## src/rtl/chunked_add_sequencer_if.sv

```systemverilog
// chunked_add_sequencer_if: operand/result handshake bundle for the chunked adder.
interface chunked_add_sequencer_if #(
  parameter int DATA_WIDTH = 10,
  parameter int NUM_CHUNKS = 4
);
  localparam int W = DATA_WIDTH * NUM_CHUNKS;
  logic         in_valid;
  logic         in_ready;
  logic [W-1:0] a;
  logic [W-1:0] b;
  logic         cin;
  logic         out_valid;
  logic         out_ready;
  logic [W:0]   sum;
  logic         busy;
  modport master (
    output in_valid, a, b, cin, out_ready,
    input  in_ready, out_valid, sum, busy
  );
  modport slave (
    input  in_valid, a, b, cin, out_ready,
    output in_ready, out_valid, sum, busy
  );
endinterface

```

## src/rtl/chunked_add_sequencer.sv

```systemverilog
// chunked_add_sequencer: multi-cycle wide adder, one DATA_WIDTH chunk per cycle, LSB chunk first.
module chunked_add_sequencer #(
  parameter int DATA_WIDTH = 10,
  parameter int NUM_CHUNKS = 4
) (
  input logic                    clk,
  input logic                    reset,
  chunked_add_sequencer_if.slave bus
);
  localparam int W  = DATA_WIDTH * NUM_CHUNKS;
  localparam int IW = NUM_CHUNKS > 1 ? $clog2(NUM_CHUNKS) : 1;
  localparam logic [W:0] LOW = {{(W + 1 - DATA_WIDTH){1'b0}}, {DATA_WIDTH{1'b1}}};
  typedef enum logic [1:0] {IDLE, ADD, DONE} state_t;
  state_t              state_q, state_d;
  logic [W-1:0]        a_q, a_d, b_q, b_d;
  logic [W:0]          sum_q, sum_d;
  logic                carry_q, carry_d;
  logic [IW-1:0]       idx_q, idx_d;
  logic [31:0]         off;
  logic [W-1:0]        a_sh, b_sh;
  logic [DATA_WIDTH:0] chunk;
  logic                last;
  // Shifts instead of indexed part-selects keep every chunk position in range for any NUM_CHUNKS.
  assign off   = 32'(idx_q) * 32'(DATA_WIDTH);
  assign a_sh  = a_q >> off;
  assign b_sh  = b_q >> off;
  assign chunk = {1'b0, a_sh[DATA_WIDTH-1:0]} + {1'b0, b_sh[DATA_WIDTH-1:0]} + (DATA_WIDTH + 1)'(carry_q);
  assign last  = idx_q == IW'(NUM_CHUNKS - 1);
  always_comb begin
    state_d = state_q;
    a_d     = a_q;
    b_d     = b_q;
    carry_d = carry_q;
    idx_d   = idx_q;
    sum_d   = sum_q;
    case (state_q)
      IDLE: if (bus.in_valid) begin
        a_d     = bus.a;
        b_d     = bus.b;
        carry_d = bus.cin;
        idx_d   = '0;
        state_d = ADD;
      end
      ADD: begin
        sum_d   = (sum_q & ~(LOW << off)) | ((W + 1)'(chunk[DATA_WIDTH-1:0]) << off);
        carry_d = chunk[DATA_WIDTH];
        idx_d   = last ? '0 : idx_q + 1'b1;
        if (last) begin
          sum_d[W] = chunk[DATA_WIDTH];
          state_d  = DONE;
        end
      end
      DONE: state_d = bus.out_ready ? IDLE : DONE;
      default: state_d = IDLE;
    endcase
  end
  always_ff @(posedge clk) begin
    if (reset) begin
      state_q <= IDLE;
      a_q     <= '0;
      b_q     <= '0;
      carry_q <= 1'b0;
      idx_q   <= '0;
      sum_q   <= '0;
    end else begin
      state_q <= state_d;
      a_q     <= a_d;
      b_q     <= b_d;
      carry_q <= carry_d;
      idx_q   <= idx_d;
      sum_q   <= sum_d;
    end
  end
  assign bus.in_ready  = state_q == IDLE && !reset;
  assign bus.out_valid = state_q == DONE;
  assign bus.busy      = state_q != IDLE;
  assign bus.sum       = sum_q;
endmodule

```

## src/flat_wrapper.sv

```systemverilog
// flat-port wrapper written by rule: the top's interface ports become plain ports
module chunked_add_sequencer_flat 
#(
  parameter int DATA_WIDTH = 10,
  parameter int NUM_CHUNKS = 4
)
  (clk, reset, bus_in_valid, bus_a, bus_b, bus_cin, bus_out_ready, bus_in_ready, bus_out_valid, bus_sum, bus_busy);
  chunked_add_sequencer_if #(.DATA_WIDTH(DATA_WIDTH), .NUM_CHUNKS(NUM_CHUNKS)) bus_i ();
  input logic clk;
  input logic reset;
  input wire logic [$bits(bus_i.in_valid)-1:0] bus_in_valid;
  input wire logic [$bits(bus_i.a)-1:0] bus_a;
  input wire logic [$bits(bus_i.b)-1:0] bus_b;
  input wire logic [$bits(bus_i.cin)-1:0] bus_cin;
  input wire logic [$bits(bus_i.out_ready)-1:0] bus_out_ready;
  output wire logic [$bits(bus_i.in_ready)-1:0] bus_in_ready;
  output wire logic [$bits(bus_i.out_valid)-1:0] bus_out_valid;
  output wire logic [$bits(bus_i.sum)-1:0] bus_sum;
  output wire logic [$bits(bus_i.busy)-1:0] bus_busy;
  assign bus_i.in_valid = bus_in_valid;
  assign bus_i.a = bus_a;
  assign bus_i.b = bus_b;
  assign bus_i.cin = bus_cin;
  assign bus_i.out_ready = bus_out_ready;
  assign bus_in_ready = bus_i.in_ready;
  assign bus_out_valid = bus_i.out_valid;
  assign bus_sum = bus_i.sum;
  assign bus_busy = bus_i.busy;
  chunked_add_sequencer #(.DATA_WIDTH(DATA_WIDTH), .NUM_CHUNKS(NUM_CHUNKS)) u_core (.clk(clk), .reset(reset), .bus(bus_i));
endmodule
```

## config.mk

```make
export PLATFORM = sky130hd
export DESIGN_NAME = chunked_add_sequencer_flat
export DESIGN_NICKNAME = d
export VERILOG_FILES = /design/src/rtl/chunked_add_sequencer_if.sv /design/src/rtl/chunked_add_sequencer.sv /design/src/flat_wrapper.sv
export SDC_FILE = /design/constraint.sdc
export NUM_CORES = 1
export LEC_CHECK = 0
export BUFFER_PORTS_ARGS = -buffer_cell sky130_fd_sc_hd__buf_2
export CAP_MARGIN = 20
export CORE_MARGIN = 10
export CORE_UTILIZATION = 49
export CTS_CLUSTER_SIZE = 10
export DETAILED_ROUTE_END_ITERATION = 12
export PLACE_DENSITY = 0.84
export REMOVE_ABC_BUFFERS = 1
export SKIP_LAST_GASP = 1
export SYNTH_ARGS = -nofsm -noshare
export SYNTH_HDL_FRONTEND = slang
export SYNTH_SLANG_ARGS = --single-unit
```

## constraint.sdc

```tcl
create_clock -name clk -period 2.9 [get_ports clk]
set_input_delay 0.58 -clock clk [delete_from_list [all_inputs] [get_ports clk]]
set_output_delay 0.58 -clock clk [all_outputs]
set_load 0.02 [all_outputs]
```

==> impl_results.md <==
* Area growth syn-to-layout at 24.8%
* Leak pwr at 0.00288 uW
* Port Buffers at 128
* Post-synth EDFFs at 0
* Dominant synthesized flop cell: dfxtp_1
* Post-Place Cells at 867
* CTS tree: yes
* Vias at 5027
* Post-synthesis instance area at 5540 um2
* Cts bufs inserted at 17
* Max_cap viols at 0
* Yosys Warn Count at 0
* Core footprint at 10900 um2
* Non-filler cells, final at 899
* Crit path top cell by count: fa_2
* Die area at 16000 um2
* Inserted Diodes at 0
* Site row count at 38
* Number of synthesized register bits at 126
* Final Hold Viols at 0
* Worst slew margin at 39.3%
* Die Height at 126 um
* Most frequent cells in the layout: nand2_1 (175), buf_2 (127), dfxtp_1 (125)
* Mean post-synth cell area at 8.77 um2
* Delay-heaviest family, CP: compound AO/OA/AOI/OAI gates
* Maximum VDD drop at 0.313 mV
* Vias in the first global route at 4962
* Endpoints failing setup at 0
* Post-route core utilization at 63.3%
* Total grt overflow at 0
* Tcrit/Tclk final at 97.9%
* Cells after Synth at 632
* Fmax achieved at 352 MHz
* Slew @ Worst Pin at 0.906 ns
* Antenna violations before repair at 0
* RSZ-0062 raised after global routing: yes
* Async SR Flop Fraction at 0%
* Worst Hold Path Cells at 3
* Critical path arrival at 3.14 ns
* Worst-path cell chain: mux4_2 > fa_2 > fa_2 > a211oi_4 > o21bai_4 > a21o_4 > a311o_1
* Hold Crit Start: bus_b[9]
* GPL Wtd Cong at 0.872
* Nets at 848
* First-pass GRT wire length at 24.0 mm
* Clock-pin slew on the worst setup and hold paths at 0.05 ns
* Total power per unit cell area at 632 nW/um2
* Max Fanout on Critical Path at 8
* Leading cell type in the layout, fill and taps excluded: nand2_1
* DP HPWL at 10.7 mm
* Buffers plus inverters on the worst setup path at 0
* Die width at 126 um
* I/O pin cnt at 129
* CP max-delay cell: mux4_2
* Post-route minimum period at 2.84 ns
* CP Capture Type: flop
* All-Layer GR Usage at 18.1%
* Hold Path Sink: u_core.b_q[9]
* WHS at 0.399 ns
* Slowest cell delay on critical path at 0.53 ns
* Register area share after synthesis at 45.5%
* 1st-iter DRT viols at 398
* Worst setup path class: flop to flop
* CP Launch Type: flop
* Post-synth top area share at 45.5%
* Antenna-violating nets left at 0
* Clock sink count at 126
* Critical Path RT at 3.20 ns
* Max Root-Sink Buffers at 2
* Status: complete, no violations
* Post-synth top area cell: dfxtp_1
* Initial core utilization at 50.7%
* FF-to-FF Start: u_core.idx_q[0]
* Skew final at 0.0147 ns
* First drt pass iteration count at 5
* Vias per cell at 5.59
* Critical R2R Capture: u_core.bus.sum[38]
* Layout cell share with drive strength beyond 1 at 28.5%
* Avg WL per Cell at 16.6 um
* # H-tree levels at 4
* Distinct cells, synth at 50
* Synth top area cells: dfxtp_1 (45%), nand2_1 (12%), a21oi_1 (8.4%)
* Max-slew violation count at 0
* Largest net degree at the start of global routing at 82
* Final wirelength at 15.0 mm
* R2R setup slack at 0.06 ns
* Worst Reg-to-Reg Cells at 7
* DRC Markers at 0
* HP Class: primary input to flop
* Root buffer cell: clkbuf_16
* Skew-Pair Late Insertion Delay at 0.42 ns
cell type report:
cell class	count	area (um2)
clock inverters	8	67.6
inverters	7	26.3
well taps	140	175
flip-flops and latches	126	2530
clock buffers	22	464
fillers	921	4010
repair buffers	140	766
multi-input cells	456	2900
sequential cells by signal, summed over array words and instances, names as in the netlist:
name and cells:
u_core.carry_q 1, u_core.bus.sum 41, u_core.a_q 40, u_core.state_q 2, u_core.idx_q 2, u_core.b_q 40
worst max-delay path by stage:
stage,from,to,cells past startpoint
6_report,u_core.idx_q[0],u_core.bus.sum[38],7
5_1_grt,u_core.idx_q[0],u_core.bus.sum[5],8
4_1_cts,u_core.idx_q[0],u_core.bus.sum[6],8
3_5_place_dp,u_core.idx_q[0],u_core.bus.sum[6],8
3_3_place_gp,u_core.idx_q[0],u_core.bus.sum[38],7
2_1_floorplan,u_core.idx_q[0],u_core.bus.sum[38],7
power breakdown:
group          switching, uW  internal [uW]
logic                    347            236
registers               46.2           1820
clock network            724           1200
worst register-to-register path: stages, from the launching register on:
cell      delay [ns]
dfxtp_4         0.38
mux4_2          0.53
fa_2            0.40
fa_2            0.41
a211oi_4        0.34
o21bai_4        0.09
a21o_4          0.24
a311o_1         0.31
metal layers:
layer / wire length [um] / share of wire, % / track usage (%)
met5: 0 / 0 / 0
met4: 179 / 1.2 / 7.23
met3: 1240 / 8.3 / 5.25
met2: 7070 / 47 / 28.0
met1: 6470 / 43 / 23.2
synthesized netlist by cell type, types with 2 or more instances:
library cell    n
a211oi_2        2
a21o_1          4
a21oi_1        93
a22o_1          4
a22oi_1        24
a311o_1         2
a31oi_1         2
and3b_1         2
buf_1           6
buf_2          11
clkbuf_1       26
dfxtp_1       126
fa_1            2
ha_1           13
inv_1           7
mux4_2         20
nand2_1       176
nand2b_1        6
nand3_1        13
nand3b_1        6
nor2_1         35
nor2b_1         3
nor3_1          5
nor3_2          4
nor3b_1         4
o21ai_0         3
o21ai_1         2
o311ai_0        6
o311ai_1        3
xnor2_1         2
logic make-up after synthesis:
logic type                 count (synthesis)  share of synthesized area [%]
and+or+nand+nor                          263                           20.7
AOI/OAI and AO/OA                        155                           17.9
DFF                                      126                           45.5
buffers and inverters                     50                           3.63
muxes                                     20                           8.12
adders and majority gates                 15                           3.66
xor gates and xnor gates                   3                          0.474
stage by stage:
step	TNS, ns	total power (uW)	setup WS [ns]	cell area [um2]
floorplan	-17.66	2240	-0.894	5370
global placement	0	2440	0.000434	6280
detailed placement	-0.303	2460	-0.0738	6280
CTS	0	4370	0.0105	6810
global route	-0.373	4550	-0.0521	6920
finish	0	4370	0.0607	6920
timing repair:
item / 4_1_cts / 5_1_grt
endpoints found under the setup margin: 8 / 21
hold buffers: 0 / 0
gates cloned: 0 / 0
pin swaps: 1 / 6
resized for setup: 1 / 18
buffers inserted: 0 / 2
Power figures use the tool's default switching activity.
